**src/rtl/cc_pkg.sv**
```systemverilog
// -----------------------------------------------------------------------------
// cc_pkg
// Shared definitions for the base-delta-immediate (BDI) cache line compressor:
// encoding codes, element/delta widths (in bytes) and payload sizes (in bits)
// for every BxDk class, plus the pack/unpack helpers used by the compressor
// and by the bdi_decompress sub-module.
// Configuration macro: CC_ZERO_REP_EN (consumed by compressor_unit only).
// -----------------------------------------------------------------------------
package cc_pkg;

    localparam int LINE_W     = 256;
    localparam int LINE_BYTES = LINE_W / 8;

    typedef logic [LINE_W-1:0] line_t;

    typedef enum logic [3:0] {
        ENC_ZEROS  = 4'd0,
        ENC_REP8   = 4'd1,
        ENC_B8D1   = 4'd2,
        ENC_B4D1   = 4'd3,
        ENC_B8D2   = 4'd4,
        ENC_B2D1   = 4'd5,
        ENC_B4D2   = 4'd6,
        ENC_B8D4   = 4'd7,
        ENC_UNCOMP = 4'd15
    } enc_e;

    // Element (base) width X and delta width K, both in bytes.
    localparam int B8D1_X = 8, B8D1_K = 1;
    localparam int B4D1_X = 4, B4D1_K = 1;
    localparam int B8D2_X = 8, B8D2_K = 2;
    localparam int B2D1_X = 2, B2D1_K = 1;
    localparam int B4D2_X = 4, B4D2_K = 2;
    localparam int B8D4_X = 8, B8D4_K = 4;

    // Payload size in bits: 8X + (32/X) * 8K.
    localparam int B8D1_BITS = 96;
    localparam int B4D1_BITS = 96;
    localparam int B8D2_BITS = 128;
    localparam int B2D1_BITS = 144;
    localparam int B4D2_BITS = 160;
    localparam int B8D4_BITS = 192;

    typedef struct packed {
        logic  fit;
        line_t payload;
    } bdi_t;

    // Low mask covering 'bytes' bytes of a 64-bit word.
    function automatic logic [63:0] lo_mask(input int bytes);
        return (bytes >= 8) ? '1 : ((64'd1 << (8 * bytes)) - 64'd1);
    endfunction

    // Sign-extend the low 'bytes' bytes of v to 64 bits.
    function automatic logic [63:0] sext(input logic [63:0] v, input int bytes);
        logic [63:0] m;
        m = lo_mask(bytes);
        return (((v >> (8 * bytes - 1)) & 64'd1) != 64'd0) ? (v | ~m) : (v & m);
    endfunction

    // Try to encode a line as BxDk. Element 0 is the base; a delta fits when
    // its x-byte signed value survives truncation to k bytes unchanged.
    function automatic bdi_t bdi_pack(input line_t line, input int x, input int k);
        bdi_t        r;
        logic [63:0] mx;
        logic [63:0] base;
        logic [63:0] e;
        logic [63:0] d;
        mx         = lo_mask(x);
        base       = line[63:0] & mx;
        r.fit      = 1'b1;
        r.payload  = '0;
        r.payload[63:0] = base;
        for (int i = 0; i < LINE_BYTES; i++) begin
            if (i < LINE_BYTES / x) begin
                e = 64'(line >> (8 * x * i)) & mx;
                d = (e - base) & mx;
                if (sext(d, x) != sext(d & lo_mask(k), k)) r.fit = 1'b0;
                r.payload = r.payload | (line_t'(d & lo_mask(k)) << (8 * x + 8 * k * i));
            end
        end
        return r;
    endfunction

    // Rebuild a line from a BxDk payload: element_i = base + sext(delta_i).
    function automatic line_t bdi_unpack(input line_t comp, input int x, input int k);
        line_t       out;
        logic [63:0] mx;
        logic [63:0] base;
        logic [63:0] d;
        logic [63:0] e;
        mx   = lo_mask(x);
        base = comp[63:0] & mx;
        out  = '0;
        for (int i = 0; i < LINE_BYTES; i++) begin
            if (i < LINE_BYTES / x) begin
                d   = 64'(comp >> (8 * x + 8 * k * i)) & lo_mask(k);
                e   = (base + sext(d, k)) & mx;
                out = out | (line_t'(e) << (8 * x * i));
            end
        end
        return out;
    endfunction

endpackage

```
**src/rtl/bdi_decompress.sv**
```systemverilog
// -----------------------------------------------------------------------------
// bdi_decompress
// Purely combinational reconstruction of a cache line from its encoded form.
// Decodes every code regardless of build options; unused codes 8-14 are
// treated as UNCOMP (pass-through).
// Ports:
//   CompressedCache   in  256  encoded payload
//   Encoding          in  4    encoding code
//   DeCompressedCache out 256  reconstructed line
// -----------------------------------------------------------------------------
module bdi_decompress
    import cc_pkg::*;
(
    input  logic [LINE_W-1:0] CompressedCache,
    input  logic [3:0]        Encoding,
    output logic [LINE_W-1:0] DeCompressedCache
);

    always_comb begin
        // NOTE: every output of a combinational block gets a default first so no path infers a latch.
        DeCompressedCache = CompressedCache;
        case (Encoding)
            ENC_ZEROS: DeCompressedCache = '0;
            ENC_REP8:  DeCompressedCache = {4{CompressedCache[63:0]}};
            ENC_B8D1:  DeCompressedCache = bdi_unpack(CompressedCache, B8D1_X, B8D1_K);
            ENC_B4D1:  DeCompressedCache = bdi_unpack(CompressedCache, B4D1_X, B4D1_K);
            ENC_B8D2:  DeCompressedCache = bdi_unpack(CompressedCache, B8D2_X, B8D2_K);
            ENC_B2D1:  DeCompressedCache = bdi_unpack(CompressedCache, B2D1_X, B2D1_K);
            ENC_B4D2:  DeCompressedCache = bdi_unpack(CompressedCache, B4D2_X, B4D2_K);
            ENC_B8D4:  DeCompressedCache = bdi_unpack(CompressedCache, B8D4_X, B8D4_K);
            default:   DeCompressedCache = CompressedCache;
        endcase
    end

endmodule

```
**src/rtl/compressor_unit.sv**
```systemverilog
// -----------------------------------------------------------------------------
// compressor_unit
// Two-stage BDI cache line compressor with round-trip check output.
// Stage 1 registers the best (first-fitting) encoding of the input line,
// stage 2 registers the line rebuilt from that encoding. One line per cycle.
// Ports:
//   clock             in  1    rising-edge clock
//   reset_n           in  1    asynchronous active-low reset
//   UnCompressedCache in  256  line to compress, sampled every cycle
//   CompressedCache   out 256  registered encoded payload
//   Encoding          out 4    registered encoding code
//   DeCompressedCache out 256  registered reconstruction of CompressedCache
// Configuration: define CC_ZERO_REP_EN to enable ZEROS/REP8 detection;
// without it, priority starts at B8D1.
// -----------------------------------------------------------------------------
module compressor_unit
    import cc_pkg::*;
(
    input  logic              clock,
    input  logic              reset_n,
    input  logic [LINE_W-1:0] UnCompressedCache,
    output logic [LINE_W-1:0] CompressedCache,
    output logic [3:0]        Encoding,
    output logic [LINE_W-1:0] DeCompressedCache
);

    bdi_t  w_b8d1, w_b4d1, w_b8d2, w_b2d1, w_b4d2, w_b8d4;
    enc_e  w_enc;
    line_t w_comp;
    line_t w_decomp;

    line_t r_comp;
    enc_e  r_enc;
    line_t r_decomp;

`ifdef CC_ZERO_REP_EN
    logic w_is_zero;
    logic w_is_rep8;

    assign w_is_zero = (UnCompressedCache == '0);
    assign w_is_rep8 = (UnCompressedCache[255:192] == UnCompressedCache[63:0]) &&
                       (UnCompressedCache[191:128] == UnCompressedCache[63:0]) &&
                       (UnCompressedCache[127:64]  == UnCompressedCache[63:0]);
`endif

    always_comb begin
        w_b8d1 = bdi_pack(UnCompressedCache, B8D1_X, B8D1_K);
        w_b4d1 = bdi_pack(UnCompressedCache, B4D1_X, B4D1_K);
        w_b8d2 = bdi_pack(UnCompressedCache, B8D2_X, B8D2_K);
        w_b2d1 = bdi_pack(UnCompressedCache, B2D1_X, B2D1_K);
        w_b4d2 = bdi_pack(UnCompressedCache, B4D2_X, B4D2_K);
        w_b8d4 = bdi_pack(UnCompressedCache, B8D4_X, B8D4_K);

        w_enc  = ENC_UNCOMP;
        w_comp = UnCompressedCache;
        if (w_b8d1.fit) begin
            w_enc  = ENC_B8D1;
            w_comp = w_b8d1.payload;
        end else if (w_b4d1.fit) begin
            w_enc  = ENC_B4D1;
            w_comp = w_b4d1.payload;
        end else if (w_b8d2.fit) begin
            w_enc  = ENC_B8D2;
            w_comp = w_b8d2.payload;
        end else if (w_b2d1.fit) begin
            w_enc  = ENC_B2D1;
            w_comp = w_b2d1.payload;
        end else if (w_b4d2.fit) begin
            w_enc  = ENC_B4D2;
            w_comp = w_b4d2.payload;
        end else if (w_b8d4.fit) begin
            w_enc  = ENC_B8D4;
            w_comp = w_b8d4.payload;
        end
`ifdef CC_ZERO_REP_EN
        // Evaluated after the BDI chain so that later assignments win:
        // ZEROS outranks REP8, which outranks every BxDk class.
        if (w_is_rep8) begin
            w_enc  = ENC_REP8;
            w_comp = {192'b0, UnCompressedCache[63:0]};
        end
        if (w_is_zero) begin
            w_enc  = ENC_ZEROS;
            w_comp = '0;
        end
`endif
    end

    bdi_decompress u_decompress (
        .CompressedCache   (r_comp),
        .Encoding          (r_enc),
        .DeCompressedCache (w_decomp)
    );

    always_ff @(posedge clock or negedge reset_n) begin
        if (!reset_n) begin
            r_comp   <= '0;
            r_enc    <= ENC_ZEROS;
            r_decomp <= '0;
        end else begin
            // NOTE: registers use non-blocking assignment so both pipeline stages update from pre-edge values.
            r_comp   <= w_comp;
            r_enc    <= w_enc;
            r_decomp <= w_decomp;
        end
    end

    assign CompressedCache   = r_comp;
    assign Encoding          = r_enc;
    assign DeCompressedCache = r_decomp;

endmodule

```
**config.mk**
```make
export PLATFORM = sky130hd
export DESIGN_NAME = compressor_unit
export DESIGN_NICKNAME = d
export VERILOG_FILES = /design/src/rtl/cc_pkg.sv /design/src/rtl/bdi_decompress.sv /design/src/rtl/compressor_unit.sv
export SDC_FILE = /design/constraint.sdc
export NUM_CORES = 2
export LEC_CHECK = 0
export CAP_MARGIN = 40
export CELL_PAD_IN_SITES_DETAIL_PLACEMENT = 0
export CELL_PAD_IN_SITES_GLOBAL_PLACEMENT = 1
export CORE_AREA = 2 2 536 538
export DETAILED_ROUTE_END_ITERATION = 10
export DIE_AREA = 0 0 538 540
export PLACE_DENSITY = 0.72
export SYNTH_ARGS = -nofsm -noshare
export SYNTH_HDL_FRONTEND = slang
export SYNTH_SLANG_ARGS = --single-unit
export TNS_END_PERCENT = 10
```
**constraint.sdc**
```tcl
create_clock -name clock -period 8.5 [get_ports clock]
set_clock_uncertainty 0.2 [all_clocks]
set_input_delay 1.275 -clock clock [delete_from_list [all_inputs] [get_ports clock]]
set_output_delay 1.275 -clock clock [all_outputs]
set_load 0.01 [all_outputs]
```
==> implementation parameters <==
Parameter                              Value

Status
  Run status ... finished with violations
  Failing checks ... negative setup slack

Placed design
  Cell total after placement ... 16500
  Number of port buffers ... 773
  Global placement routability congestion ... 1.08
  Post-Place Setup Slack ... -0.236 ns
  Area of placed instances ... 0.106 sq mm
  HPWL after DPL ... 503000 um

STA
  Slew margin rel. ... 28.0%
  Max Clk Rate ... 116 MHz
  Sum of negative setup slack ... -0.259 ns
  Fin. Hold Viols ... 0
  Hold Slack ... 0.280 ns
  Setup repair after global routing missed its margin ... false
  Minimum clock period after layout ... 8.65 ns
  Final setup vio count ... 2
  Final worst slack ... -0.145 ns
  Slew @ Worst Pin ... 1.08 ns
  Slew Viols, Final ... 0
  Part of the cycle the worst path needs ... 102%

Route
  Number of DRC violations after detailed-routing iteration 0 ... 14700
  First drt pass iteration count ... 8
  Routed wire per std cell ... 36.4 um
  Number of vias after detailed routing ... 103000
  Remaining antenna violation count ... 0
  Remaining DRCs ... 0
  Via/cell ratio ... 6.18
  Total wirelength of the detailed-routed design ... 608000 um

Clocking
  Inserted Clock Buffers ... 57
  Clock edge transition at the registers on the reported setup and hold paths ... 0.07 ns
  CTS tree ... yes
  H-tree lvl count ... 2
  Postcts setup bufs ... 0
  Sink Count ... 516
  CTS root buffer ... sky130_fd_sc_hd__clkbuf_16
  Clock network latency to the later pin of the worst-skew pair ... 0.78 ns
  Hold-fix buffer count after cts ... 0
  Post-cts gate resize count ... 0
  Clock Path Buffers ... 3

Logic synthesis
  Share of the yosys chip area belonging to registers ... 15.2%
  Area share of the largest cell type after synthesis ... 17.0%
  Number of storage elements in the synthesis netlist ... 516
  Netlist area before placement ... 0.0852 sq mm
  Compound-cell area share of the yosys netlist ... 32.9%
  Post-synth EDFFs ... 0
  Area leader, netlist ... sky130_fd_sc_hd__ha_1
  Top post-synthesis cells by area ... sky130_fd_sc_hd__ha_1, sky130_fd_sc_hd__dfrtp_1, sky130_fd_sc_hd__a21oi_1
  Fraction of synthesized cell area in xor and xnor cells ... 10.3%
  Post-synthesis adder-cell area fraction ... 18.0%
  Synthesized instance count ... 11200
  Simple-gate portion of the synthesized area ... 17.6%
  Post-Syn Area per Cell ... 7.59 sq um
  Post-synth net total ... 12700
  Multiplexer fraction of the synthesized cell area ... 1.05%
  Ys Warns ... 0
  Share of flip-flops with an asynchronous set or reset after synthesis ... 100%
  Dominant combinational cell family by area after synthesis ... compound AO/OA/AOI/OAI gates
  Cell variety after synth ... 129
  Main flop type after synthesis ... sky130_fd_sc_hd__dfrtp_1

Finish
  Number of nets in the layout ... 14300
  Utilization of the core after routing ... 38.0%
  Post-Layout Inst Area ... 0.108 sq mm
  Commonest non-fill, non-tap cell in the layout ... sky130_fd_sc_hd__a21oi_1
  Signed area change from the synthesized netlist to the final layout ... 26.9%
  Share of post-route cells with drive strength above 1 ... 11.9%
  Layout Cells excl Fill ... 16700
  Highest-count cells in the layout ignoring fill and taps ... sky130_fd_sc_hd__a21oi_1, sky130_fd_sc_hd__ha_1, sky130_fd_sc_hd__buf_4

Power and ir drop
  Switch share ... 47.2%
  Net switching component of the power ... 6.39 mW
  Part of the power in registers ... 21.1%
  Pwr/cell area ... 125 mW/mm^2
  VDD IR max ... 0.000177 V
  Int Power ... 7.15 mW
  Proportion of power drawn by combinational gates ... 57.9%
  Clk pwr share ... 21.0%
  Total power draw ... 13.5 mW
  Leakage power summed over all cells ... 48.6 nW

Worst setup path
  Most Frequent Cell on Critical Path ... sky130_fd_sc_hd__o21ai_0
  Slowest CP cell ... sky130_fd_sc_hd__nand4_1
  Sequence of cells on the critical path ... nand2_1 -> or3_1 -> nand2_1 -> nor2_1 -> a221o_1 -> ha_1 -> nand3_1 -> a211o_1 -> a31oi_1 -> o21ai_0 -> buf_4 -> a2111oi_0 -> or4_1 -> nand4_1 -> nand4b_1 -> a31oi_1 -> o41ai_1 -> buf_4 -> a21oi_1 -> o21ai_0 -> xnor2_1 -> o21ai_0 -> o21a_1
  Data required time of the critical path ... 8.97 ns
  Type of the worst setup path ... register to register
  Largest stage delay on the critical path ... 0.76 ns
  Setup crit end kind ... register
  Peak fanout along the critical path ... 10
  Signal arrival time at the worst endpoint ... 9.11 ns
  CP Launch Type ... register

Global routing
  First-pass GRT wire length ... 803000 um
  Via count of the first global-routing pass ... 94100
  Number of antenna violations at the first check in global routing ... 108
  Largest net degree at the start of global routing ... 151
  Aggregate global-route resource usage ... 40.1%
  Remaining global-route overflow ... 0

Floorplan
  Floorplan die width ... 538 um
  Number of ports placed on the die boundary ... 774
  Std-Cell Rows ... 196
  Core Region ... 0.284 sq mm
  Initial cell density of the core ... 30.0%
  Overall die area ... 0.291 sq mm
  Chip height ... 540 um

Job
  Max-Cap Viols ... 0

Worst hold path
  Min-Delay Path Class ... input port to async pin
==> state kept, by name, summed over array words and instances (netlist names) <==
name               count
DeCompressedCache    256
Encoding               4
CompressedCache      256
==> cells by family after synthesis <==
family | count (synthesis)
adders and majority gates | 1199
buffers and inverters | 1086
xor gates and xnor gates | 998
muxes | 84
DFF | 516
and+or+nand+nor | 3073
AOI/OAI and AO/OA | 4273
==> cell type report <==
class	instances	area, sq um
Timing Repair Buffer	1952	17500
Tap cell	3762	4710
Sequential cell	516	12900
Fill cell	30000	176000
Clock buffer	66	1510
Multi-Input combinational cell	9627	68200
Antenna cell	76	190
Clock inverter	41	558
Inverter	678	2550
==> final timing paths <==
check / slack, ns / cells after the start / from / endpoint
worst max register to register: -0.15 / 23 / Encoding[2] / DeCompressedCache[187]
max in group asynchronous: 6.26 / 2 / reset_n / DeCompressedCache[200]
worst max-delay path: -0.15 / 23 / Encoding[2] / DeCompressedCache[187]
worst min register to register: 0.30 / 1 / CompressedCache[207] / DeCompressedCache[207]
worst min-delay path: 0.28 / 1 / reset_n / DeCompressedCache[59]
min in group clock: 0.30 / 1 / CompressedCache[207] / DeCompressedCache[207]
==> layer usage <==
layer	vias to the layer above	routed length [um]	share of wire [%]	GRT usage (%)
li1	45000	-	-	-
met1	49600	229000	38	49.5
met2	6940	246000	41	57.8
met3	1723	67700	11	9.58
met4	34	64500	11	35.1
met5	-	233	0.038	0
==> synth_stat cells (50+ instances only) <==
master,number
sky130_fd_sc_hd__and2_1,131
sky130_fd_sc_hd__clkbuf_1,305
sky130_fd_sc_hd__nor2_1,761
sky130_fd_sc_hd__nand4_1,110
sky130_fd_sc_hd__nand2b_1,124
sky130_fd_sc_hd__inv_1,676
sky130_fd_sc_hd__a21oi_1,1317
sky130_fd_sc_hd__o221ai_1,135
sky130_fd_sc_hd__a221oi_1,78
sky130_fd_sc_hd__ha_1,1158
sky130_fd_sc_hd__o22a_1,56
sky130_fd_sc_hd__nand2_1,906
sky130_fd_sc_hd__o21ai_0,715
sky130_fd_sc_hd__a31oi_1,106
sky130_fd_sc_hd__buf_2,58
sky130_fd_sc_hd__nand3_1,197
sky130_fd_sc_hd__nor4_1,61
sky130_fd_sc_hd__a211oi_1,120
sky130_fd_sc_hd__o211ai_1,77
sky130_fd_sc_hd__xor2_1,319
sky130_fd_sc_hd__or2_2,59
sky130_fd_sc_hd__and3_1,99
sky130_fd_sc_hd__dfrtp_1,516
sky130_fd_sc_hd__nor2b_1,137
sky130_fd_sc_hd__o21a_1,136
sky130_fd_sc_hd__nor3_1,222
sky130_fd_sc_hd__xnor2_1,679
sky130_fd_sc_hd__o22ai_1,50
sky130_fd_sc_hd__a22oi_1,50
sky130_fd_sc_hd__mux2i_1,57
sky130_fd_sc_hd__o31ai_1,52
sky130_fd_sc_hd__a21o_1,467
sky130_fd_sc_hd__or3_1,66
sky130_fd_sc_hd__o21bai_1,297
sky130_fd_sc_hd__a21boi_0,69
==> power groups by stage <==
stage                     Combinational [mW]  Clock, mW  Sequential, mW
after CTS                               7.55       2.88            2.83
final                                   7.83       2.85            2.85
after floorplan                         4.10          0            2.81
after global routing                    8.20       2.97            2.83
after global placement                  7.51          0            2.88
after detailed placement                7.51          0            2.87
==> critical path, delay by kind of cell, from the launching register on <==
family / cells / cell delay (ns)
xor+xnor: 1 / 0.10
compound gates: 11 / 3.48
flops: 1 / 0.74
fa+ha+maj: 1 / 0.39
simple gates: 8 / 3.16
buf+inv: 2 / 0.41
No activity file was read; power rests on OpenSTA's default activity.
